===== src/rtl/dma_pkg.sv =====
// dma_pkg: shared constants, FSM state encoding and the arbitration helper
// for the DMA priority resolver.
`default_nettype none

package dma_pkg;

  localparam int NUM_CH      = 4;
  localparam int CMD_DISABLE = 2;
  localparam int CMD_ROTATE  = 4;
  localparam int CMD_DREQ_LO = 6;
  localparam int CMD_DACK_HI = 7;

  typedef enum logic [1:0] {
    ST_IDLE     = 2'd0,
    ST_HOLD_REQ = 2'd1,
    ST_GRANT    = 2'd2
  } state_t;

  // Scans ptr, ptr+1, ... (mod 4); fixed priority is simply ptr = 0.
  function automatic logic [1:0] pick_winner(input logic [NUM_CH-1:0] req,
                                             input logic [1:0]        ptr);
    logic [1:0] idx;
    logic [1:0] win;
    logic       found;
    win   = ptr;
    found = 1'b0;
    for (int i = 0; i < NUM_CH; i++) begin
      idx = ptr + 2'(i);
      if (!found && req[idx]) begin
        win   = idx;
        found = 1'b1;
      end
    end
    return win;
  endfunction

endpackage

`default_nettype wire


===== src/rtl/dma_priority_resolver_if.sv =====
// dma_priority_resolver_if: request/hold/acknowledge bundle between the
// register file, timing control and the priority resolver.
`default_nettype none

interface dma_priority_resolver_if;
  import dma_pkg::*;

  logic [NUM_CH-1:0] DREQ;
  logic              HLDA;
  logic [7:0]        commandReg;
  logic [7:0]        requestReg;
  logic [7:0]        maskReg;
  logic              svcDone;
  logic              HRQ;
  logic [NUM_CH-1:0] DACK;
  logic [1:0]        activeCh;
  logic              chValid;

  modport slave (
    input  DREQ, HLDA, commandReg, requestReg, maskReg, svcDone,
    output HRQ, DACK, activeCh, chValid
  );

  modport master (
    output DREQ, HLDA, commandReg, requestReg, maskReg, svcDone,
    input  HRQ, DACK, activeCh, chValid
  );

endinterface

`default_nettype wire


===== src/rtl/dma_dreq_sync.sv =====
// dma_dreq_sync: multi-bit flop-chain synchronizer for asynchronous DREQ lines.
`default_nettype none

module dma_dreq_sync #(
  parameter int WIDTH  = 4,
  parameter int STAGES = 2
) (
  input  logic             CLK,
  input  logic             RESET,
  input  logic [WIDTH-1:0] i_async,
  output logic [WIDTH-1:0] o_sync
);

  logic [STAGES-1:0][WIDTH-1:0] r_chain;

  always_ff @(posedge CLK or posedge RESET) begin
    if (RESET) r_chain[0] <= '0;
    else       r_chain[0] <= i_async;
  end

  for (genvar s = 1; s < STAGES; s++) begin : g_stage
    always_ff @(posedge CLK or posedge RESET) begin
      if (RESET) r_chain[s] <= '0;
      else       r_chain[s] <= r_chain[s-1];
    end
  end

  assign o_sync = r_chain[STAGES-1];

endmodule

`default_nettype wire


===== src/rtl/dma_priority_resolver.sv =====
// dma_priority_resolver: synchronizes DREQ, arbitrates fixed/rotating priority
// and runs the HRQ/HLDA/DACK hold-grant handshake.
`default_nettype none

module dma_priority_resolver
  import dma_pkg::*;
#(
  parameter int SYNC_STAGES = 2
) (
  input logic                     CLK,
  input logic                     RESET,
  dma_priority_resolver_if.slave  bus
);

  logic [NUM_CH-1:0] w_sync;
  logic [NUM_CH-1:0] w_active;
  logic [NUM_CH-1:0] w_eff;
  logic [1:0]        w_winner;
  logic              w_disable;
  logic              w_rotate;

  state_t            r_state;
  state_t            w_next_state;
  logic              r_hrq;
  logic [NUM_CH-1:0] r_grant_vec;
  logic [NUM_CH-1:0] w_next_grant;
  logic [1:0]        r_active_ch;
  logic [1:0]        w_next_ch;
  logic              r_ch_valid;
  logic              w_next_valid;
  logic [1:0]        r_prio_ptr;
  logic [1:0]        w_next_ptr;

  dma_dreq_sync #(
    .WIDTH  (NUM_CH),
    .STAGES (SYNC_STAGES)
  ) u_dreq_sync (
    .CLK     (CLK),
    .RESET   (RESET),
    .i_async (bus.DREQ),
    .o_sync  (w_sync)
  );

  assign w_disable = bus.commandReg[CMD_DISABLE];
  assign w_rotate  = bus.commandReg[CMD_ROTATE];
  assign w_active  = w_sync ^ {NUM_CH{bus.commandReg[CMD_DREQ_LO]}};
  assign w_eff     = (w_active & ~bus.maskReg[NUM_CH-1:0]) | bus.requestReg[NUM_CH-1:0];
  assign w_winner  = pick_winner(w_eff, w_rotate ? r_prio_ptr : 2'd0);

  always_comb begin
    w_next_state = r_state;
    w_next_grant = r_grant_vec;
    w_next_ch    = r_active_ch;
    w_next_valid = r_ch_valid;
    w_next_ptr   = r_prio_ptr;
    unique case (r_state)
      ST_IDLE: begin
        if (!w_disable && (w_eff != '0)) w_next_state = ST_HOLD_REQ;
      end
      ST_HOLD_REQ: begin
        if (w_disable || (w_eff == '0)) begin
          w_next_state = ST_IDLE;
        end else if (bus.HLDA) begin
          w_next_state = ST_GRANT;
          w_next_grant = 4'b0001 << w_winner;
          w_next_ch    = w_winner;
          w_next_valid = 1'b1;
        end
      end
      ST_GRANT: begin
        // Winner is locked; only end of service or loss of HLDA releases it.
        if (bus.svcDone || !bus.HLDA) begin
          w_next_state = ST_IDLE;
          w_next_grant = '0;
          w_next_ch    = 2'd0;
          w_next_valid = 1'b0;
          if (bus.svcDone && w_rotate) w_next_ptr = r_active_ch + 2'd1;
        end
      end
      default: begin
        w_next_state = ST_IDLE;
        w_next_grant = '0;
        w_next_ch    = 2'd0;
        w_next_valid = 1'b0;
      end
    endcase
  end

  always_ff @(posedge CLK or posedge RESET) begin
    if (RESET) begin
      r_state     <= ST_IDLE;
      r_hrq       <= 1'b0;
      r_grant_vec <= '0;
      r_active_ch <= 2'd0;
      r_ch_valid  <= 1'b0;
      r_prio_ptr  <= 2'd0;
    end else begin
      r_state     <= w_next_state;
      r_hrq       <= (w_next_state != ST_IDLE);
      r_grant_vec <= w_next_grant;
      r_active_ch <= w_next_ch;
      r_ch_valid  <= w_next_valid;
      r_prio_ptr  <= w_next_ptr;
    end
  end

  assign bus.HRQ      = r_hrq;
  assign bus.DACK     = r_grant_vec ^ {NUM_CH{~bus.commandReg[CMD_DACK_HI]}};
  assign bus.activeCh = r_active_ch;
  assign bus.chValid  = r_ch_valid;

  logic w_unused_bits;
  assign w_unused_bits = ^{bus.commandReg[1:0], bus.commandReg[3], bus.commandReg[5],
                           bus.requestReg[7:4], bus.maskReg[7:4]};

endmodule

`default_nettype wire


===== src/flat_wrapper.sv =====
// flat-port wrapper written by rule: the top's interface ports become plain ports
module dma_priority_resolver_flat import dma_pkg::*;
#(
  parameter int SYNC_STAGES = 2
)
  (CLK, RESET, bus_DREQ, bus_HLDA, bus_commandReg, bus_requestReg, bus_maskReg, bus_svcDone, bus_HRQ, bus_DACK, bus_activeCh, bus_chValid);
  dma_priority_resolver_if bus_i ();
  input logic CLK;
  input logic RESET;
  input wire logic [$bits(bus_i.DREQ)-1:0] bus_DREQ;
  input wire logic [$bits(bus_i.HLDA)-1:0] bus_HLDA;
  input wire logic [$bits(bus_i.commandReg)-1:0] bus_commandReg;
  input wire logic [$bits(bus_i.requestReg)-1:0] bus_requestReg;
  input wire logic [$bits(bus_i.maskReg)-1:0] bus_maskReg;
  input wire logic [$bits(bus_i.svcDone)-1:0] bus_svcDone;
  output wire logic [$bits(bus_i.HRQ)-1:0] bus_HRQ;
  output wire logic [$bits(bus_i.DACK)-1:0] bus_DACK;
  output wire logic [$bits(bus_i.activeCh)-1:0] bus_activeCh;
  output wire logic [$bits(bus_i.chValid)-1:0] bus_chValid;
  assign bus_i.DREQ = bus_DREQ;
  assign bus_i.HLDA = bus_HLDA;
  assign bus_i.commandReg = bus_commandReg;
  assign bus_i.requestReg = bus_requestReg;
  assign bus_i.maskReg = bus_maskReg;
  assign bus_i.svcDone = bus_svcDone;
  assign bus_HRQ = bus_i.HRQ;
  assign bus_DACK = bus_i.DACK;
  assign bus_activeCh = bus_i.activeCh;
  assign bus_chValid = bus_i.chValid;
  dma_priority_resolver #(.SYNC_STAGES(SYNC_STAGES)) u_core (.CLK(CLK), .RESET(RESET), .bus(bus_i));
endmodule

===== config.mk =====
export PLATFORM = sky130hd
export DESIGN_NAME = dma_priority_resolver_flat
export DESIGN_NICKNAME = d
export VERILOG_FILES = /design/src/rtl/dma_pkg.sv /design/src/rtl/dma_priority_resolver_if.sv /design/src/rtl/dma_dreq_sync.sv /design/src/rtl/dma_priority_resolver.sv /design/src/flat_wrapper.sv
export SDC_FILE = /design/constraint.sdc
export NUM_CORES = 1
export LEC_CHECK = 0
export BUFFER_PORTS_ARGS = -buffer_cell sky130_fd_sc_hd__buf_2
export CORE_UTILIZATION = 48
export DETAILED_ROUTE_END_ITERATION = 16
export GPL_ROUTABILITY_DRIVEN = 0
export MAX_ROUTING_LAYER = met4
export PLACE_DENSITY = 0.8
export SLEW_MARGIN = 25
export SYNTH_ARGS = -nofsm -noshare
export SYNTH_HDL_FRONTEND = slang
export SYNTH_HIERARCHICAL = 1
export SYNTH_SLANG_ARGS = --single-unit

===== constraint.sdc =====
create_clock -name CLK -period 3.1 [get_ports CLK]
set_input_delay 0.62 -clock CLK [delete_from_list [all_inputs] [get_ports CLK]]
set_output_delay 0.62 -clock CLK [all_outputs]
set_load 0.01 [all_outputs]

==> insert_results.sql <==
INSERT INTO impl_metrics (metric_group, metric, value, unit) VALUES
('worst_setup_path', 'cp_data_required_time', '3290', 'ps'),
('sta', 'post-route-min-period', '2530', 'ps'),
('cells_and_area', 'layout.nets', '163', ''),
('floorplanning', 'die-height', '49.8', 'um'),
('clock_network', 'worstSkewPairLatency', '280', 'ps'),
('worst_setup_path', 'critPathTopFamily', 'compound AO/OA/AOI/OAI gates', ''),
('worst_setup_path', 'slowest_stage', 'sky130_fd_sc_hd__a221o_1', ''),
('place', 'dpl.cell_count', '153', ''),
('pwr', 'comb_power_share', '38.8', '%'),
('worst_setup_path', 'timing.reg2reg.setup_slack', '640', 'ps'),
('sta', 'holdWs', '268', 'ps'),
('worst_setup_path', 'max_stage_delay', '390', 'ps'),
('clock_network', 'tritoncts_sink_count', '20', ''),
('status', 'run_status', 'complete, no violations', ''),
('sta', 'hold_violations', '0', ''),
('clock_network', 'postCtsSetupRepairBufs', '0', ''),
('sta', 'final.setup_skew', '2.25', 'ps'),
('pwr', 'relative_contribution_of_sequential_cells_to_total_power', '46.2', '%'),
('route', 'drtPass1Iterations', '4', ''),
('yosys', 'synth_top_area_share', '45.7', '%'),
('clock_network', 'clockBufferDepth', '2', ''),
('cells_and_area', 'post_route_cells_drive_above_1_share', '28.7', '%'),
('pwr', 'power_density', '595', 'nW/um2'),
('route', 'drt-wirelength-per-cell', '13.8', 'um'),
('sta', 'fin_tns_setup', '0', 'ps'),
('yosys', 'netlist-cell-type-count', '38', ''),
('floorplanning', 'die_area', '2480', 'um2'),
('global_routing', 'grt.total_usage', '19.3', '%'),
('worst_setup_path', 'timing.critical_path.arrival', '2720', 'ps'),
('floorplanning', 'floorplan.initialDensity', '53.1', '%'),
('clock_network', 'clk_tree_root_cell', 'sky130_fd_sc_hd__clkbuf_4', ''),
('place', 'port_buffers', '27', ''),
('worst_setup_path', 'start_kind', 'input port', ''),
('worst_setup_path', 'critical_path_class', 'in -> reg', ''),
('clock_network', 'clkSlewWorstSetupHoldPaths', '100', 'ps'),
('yosys', 'yosysMostFrequentCell', 'sky130_fd_sc_hd__dfrtp_1', ''),
('floorplanning', 'width_of_the_die', '49.8', 'um'),
('pwr', 'vdd_ir_drop_max', '0.351', 'mV'),
('worst_setup_path', 'r2r-start', 'u_core/u_dreq_sync/o_sync[0]', ''),
('global_routing', 'number_of_global_route_vias_before_repair', '852', ''),
('route', 'postRouteWirelength', '2.15', 'mm'),
('hold_path', 'timing.hold.worst.class', 'in -> async', ''),
('global_routing', 'grt_max_degree', '13', ''),
('sta', 'worst-slew-pin-transition', '540', 'ps'),
('worst_setup_path', 'crit_path_end_kind', 'flop', ''),
('yosys', 'synth-main-ff-cell', 'sky130_fd_sc_hd__dfrtp_1', ''),
('worst_setup_path', 'timing.reg2reg.worst_path_depth', '7', ''),
('clock_network', 'htree_levels', '1', ''),
('cells_and_area', 'area_delta_synth_final', '14.4', '%'),
('yosys', 'synth_top_cells_by_count', 'sky130_fd_sc_hd__dfrtp_1 (20), sky130_fd_sc_hd__nand2_1 (13), sky130_fd_sc_hd__xnor2_1 (9), sky130_fd_sc_hd__inv_1 (6), sky130_fd_sc_hd__buf_4 (5)', ''),
('route', 'vias_per_std_cell', '5.58', ''),
('yosys', 'share_of_synthesized_registers_carrying_an_async_set_or_reset', '100', '%'),
('yosys', 'post_synth_instance_area', '1090', 'um2'),
('sta', 'timing.slew.headroom', '63.1', '%'),
('yosys', 'post_synthesis_net_count', '136', ''),
('yosys', 'synth_top_cells_by_area', 'sky130_fd_sc_hd__dfrtp_1 (46%), sky130_fd_sc_hd__xnor2_1 (7.2%), sky130_fd_sc_hd__nand2_1 (4.5%), sky130_fd_sc_hd__buf_4 (3.4%), sky130_fd_sc_hd__mux2i_1 (2.7%)', ''),
('cells_and_area', 'antenna_cells_inserted', '0', ''),
('pwr', 'power.share.switching', '34.9', '%'),
('worst_setup_path', 'critical_path.cell_chain', 'buf_2, xnor2_1, o21bai_4, mux2_2, mux2i_2, mux2_1, a221o_1, o41ai_2', ''),
('route', 'num_vias', '870', ''),
('route', 'antenna_violating_nets_post_route', '0', ''),
('route', 'first_iter_violations', '23', ''),
('cells_and_area', 'layout.filler_cells', '166', ''),
('pwr', 'p_int', '0.000485', 'W'),
('floorplanning', 'rows', '16', ''),
('sta', 'fin_crit_sh', '81.8', '%'),
('worst_setup_path', 'crit_path_max_fanout', '7', ''),
('yosys', 'cell_taking_the_most_area_after_synthesis', 'sky130_fd_sc_hd__dfrtp_1', ''),
('floorplanning', 'io-pin-count', '40', ''),
('worst_setup_path', 'r2r_end', 'u_core/r_grant_vec[0]', ''),
('place', 'hpwl', '1.76', 'mm');
[metrics by stage]
step | instance area (um2) | worst slack [ps]
2_1_floorplan | 1090 | 444
3_3_place_gp | 1230 | 320
3_5_place_dp | 1230 | 263
4_1_cts | 1250 | 560
5_1_grt | 1250 | 469
6_report | 1250 | 565
[registers in the layout, summed over array words and instances (netlist names)]
name,cells
u_core/bus.HRQ,1
u_core/bus.activeCh,2
u_core/bus.chValid,1
u_core/r_grant_vec,4
u_core/r_prio_ptr,2
u_core/r_state,2
u_core/u_dreq_sync/o_sync,4
u_core/u_dreq_sync/r_chain,4
[final cells by class]
class | count | area [um2] | share of cell area, %
flip-flops and latches | 20 | 500 | 40.0
multi-input cells | 72 | 531 | 42.4
inverters | 6 | 22.5 | 1.80
repair buffers | 28 | 143 | 11.4
clock buffers | 3 | 22.5 | 1.80
well taps | 27 | 33.8 | 2.70
[layout by cell type, fill, tap and decap left out, drive strengths merged, types with 2 or more instances in the layout]
cell type / instances
nand2b: 2
o21ba: 2
buf: 28
inv: 6
nor2: 2
o21ai: 7
nor3b: 2
dfrtp: 20
nor3: 3
o22ai: 2
mux2: 2
clkbuf: 3
xnor2: 9
nand2: 13
a21oi: 3
mux2i: 5
o21bai: 4
a32o: 2
[worst max-delay path by stage]
stage | startpoint | depth (start not counted) | end | slack [ps]
floorplan | bus_commandReg[6] | 8 | u_core/r_grant_vec[0] | 440
global placement | bus_commandReg[6] | 8 | u_core/r_grant_vec[0] | 320
detailed placement | bus_commandReg[6] | 8 | u_core/r_grant_vec[0] | 260
CTS | bus_commandReg[6] | 8 | u_core/r_grant_vec[0] | 560
global route | bus_commandReg[6] | 8 | u_core/r_grant_vec[0] | 470
finish | bus_commandReg[6] | 8 | u_core/r_grant_vec[0] | 570
[per-layer routing]
| metal | vias to the layer above | wire length (um) | track usage [%] |
|---|---|---|---|
| met5 | - | 0 | - |
| met4 | 0 | 29 | 9.05 |
| met3 | 4 | 75 | 2.47 |
| met2 | 27 | 1170 | 35.6 |
| met1 | 422 | 866 | 20.1 |
| li1 | 417 | - | - |
[cells by family after synthesis]
logic type / count (synthesis) / share of synthesized area [%]
mux: 7 / 8.11
compound gates: 27 / 20.0
simple gates: 28 / 12.3
flops: 20 / 45.7
xor+xnor: 10 / 8.00
buf+inv: 12 / 5.83
[power by group through the flow]
stage	Clock [W]	Sequential [W]	Combinational (W)
after floorplan	0	0.000347	0.000204
after global placement	0	0.000346	0.000273
after detailed placement	0	0.000350	0.000287
after CTS	0.000116	0.000345	0.000288
after global routing	0.000126	0.000350	0.000314
final	0.000112	0.000344	0.000289
No activity file was read; power rests on OpenSTA's default activity.
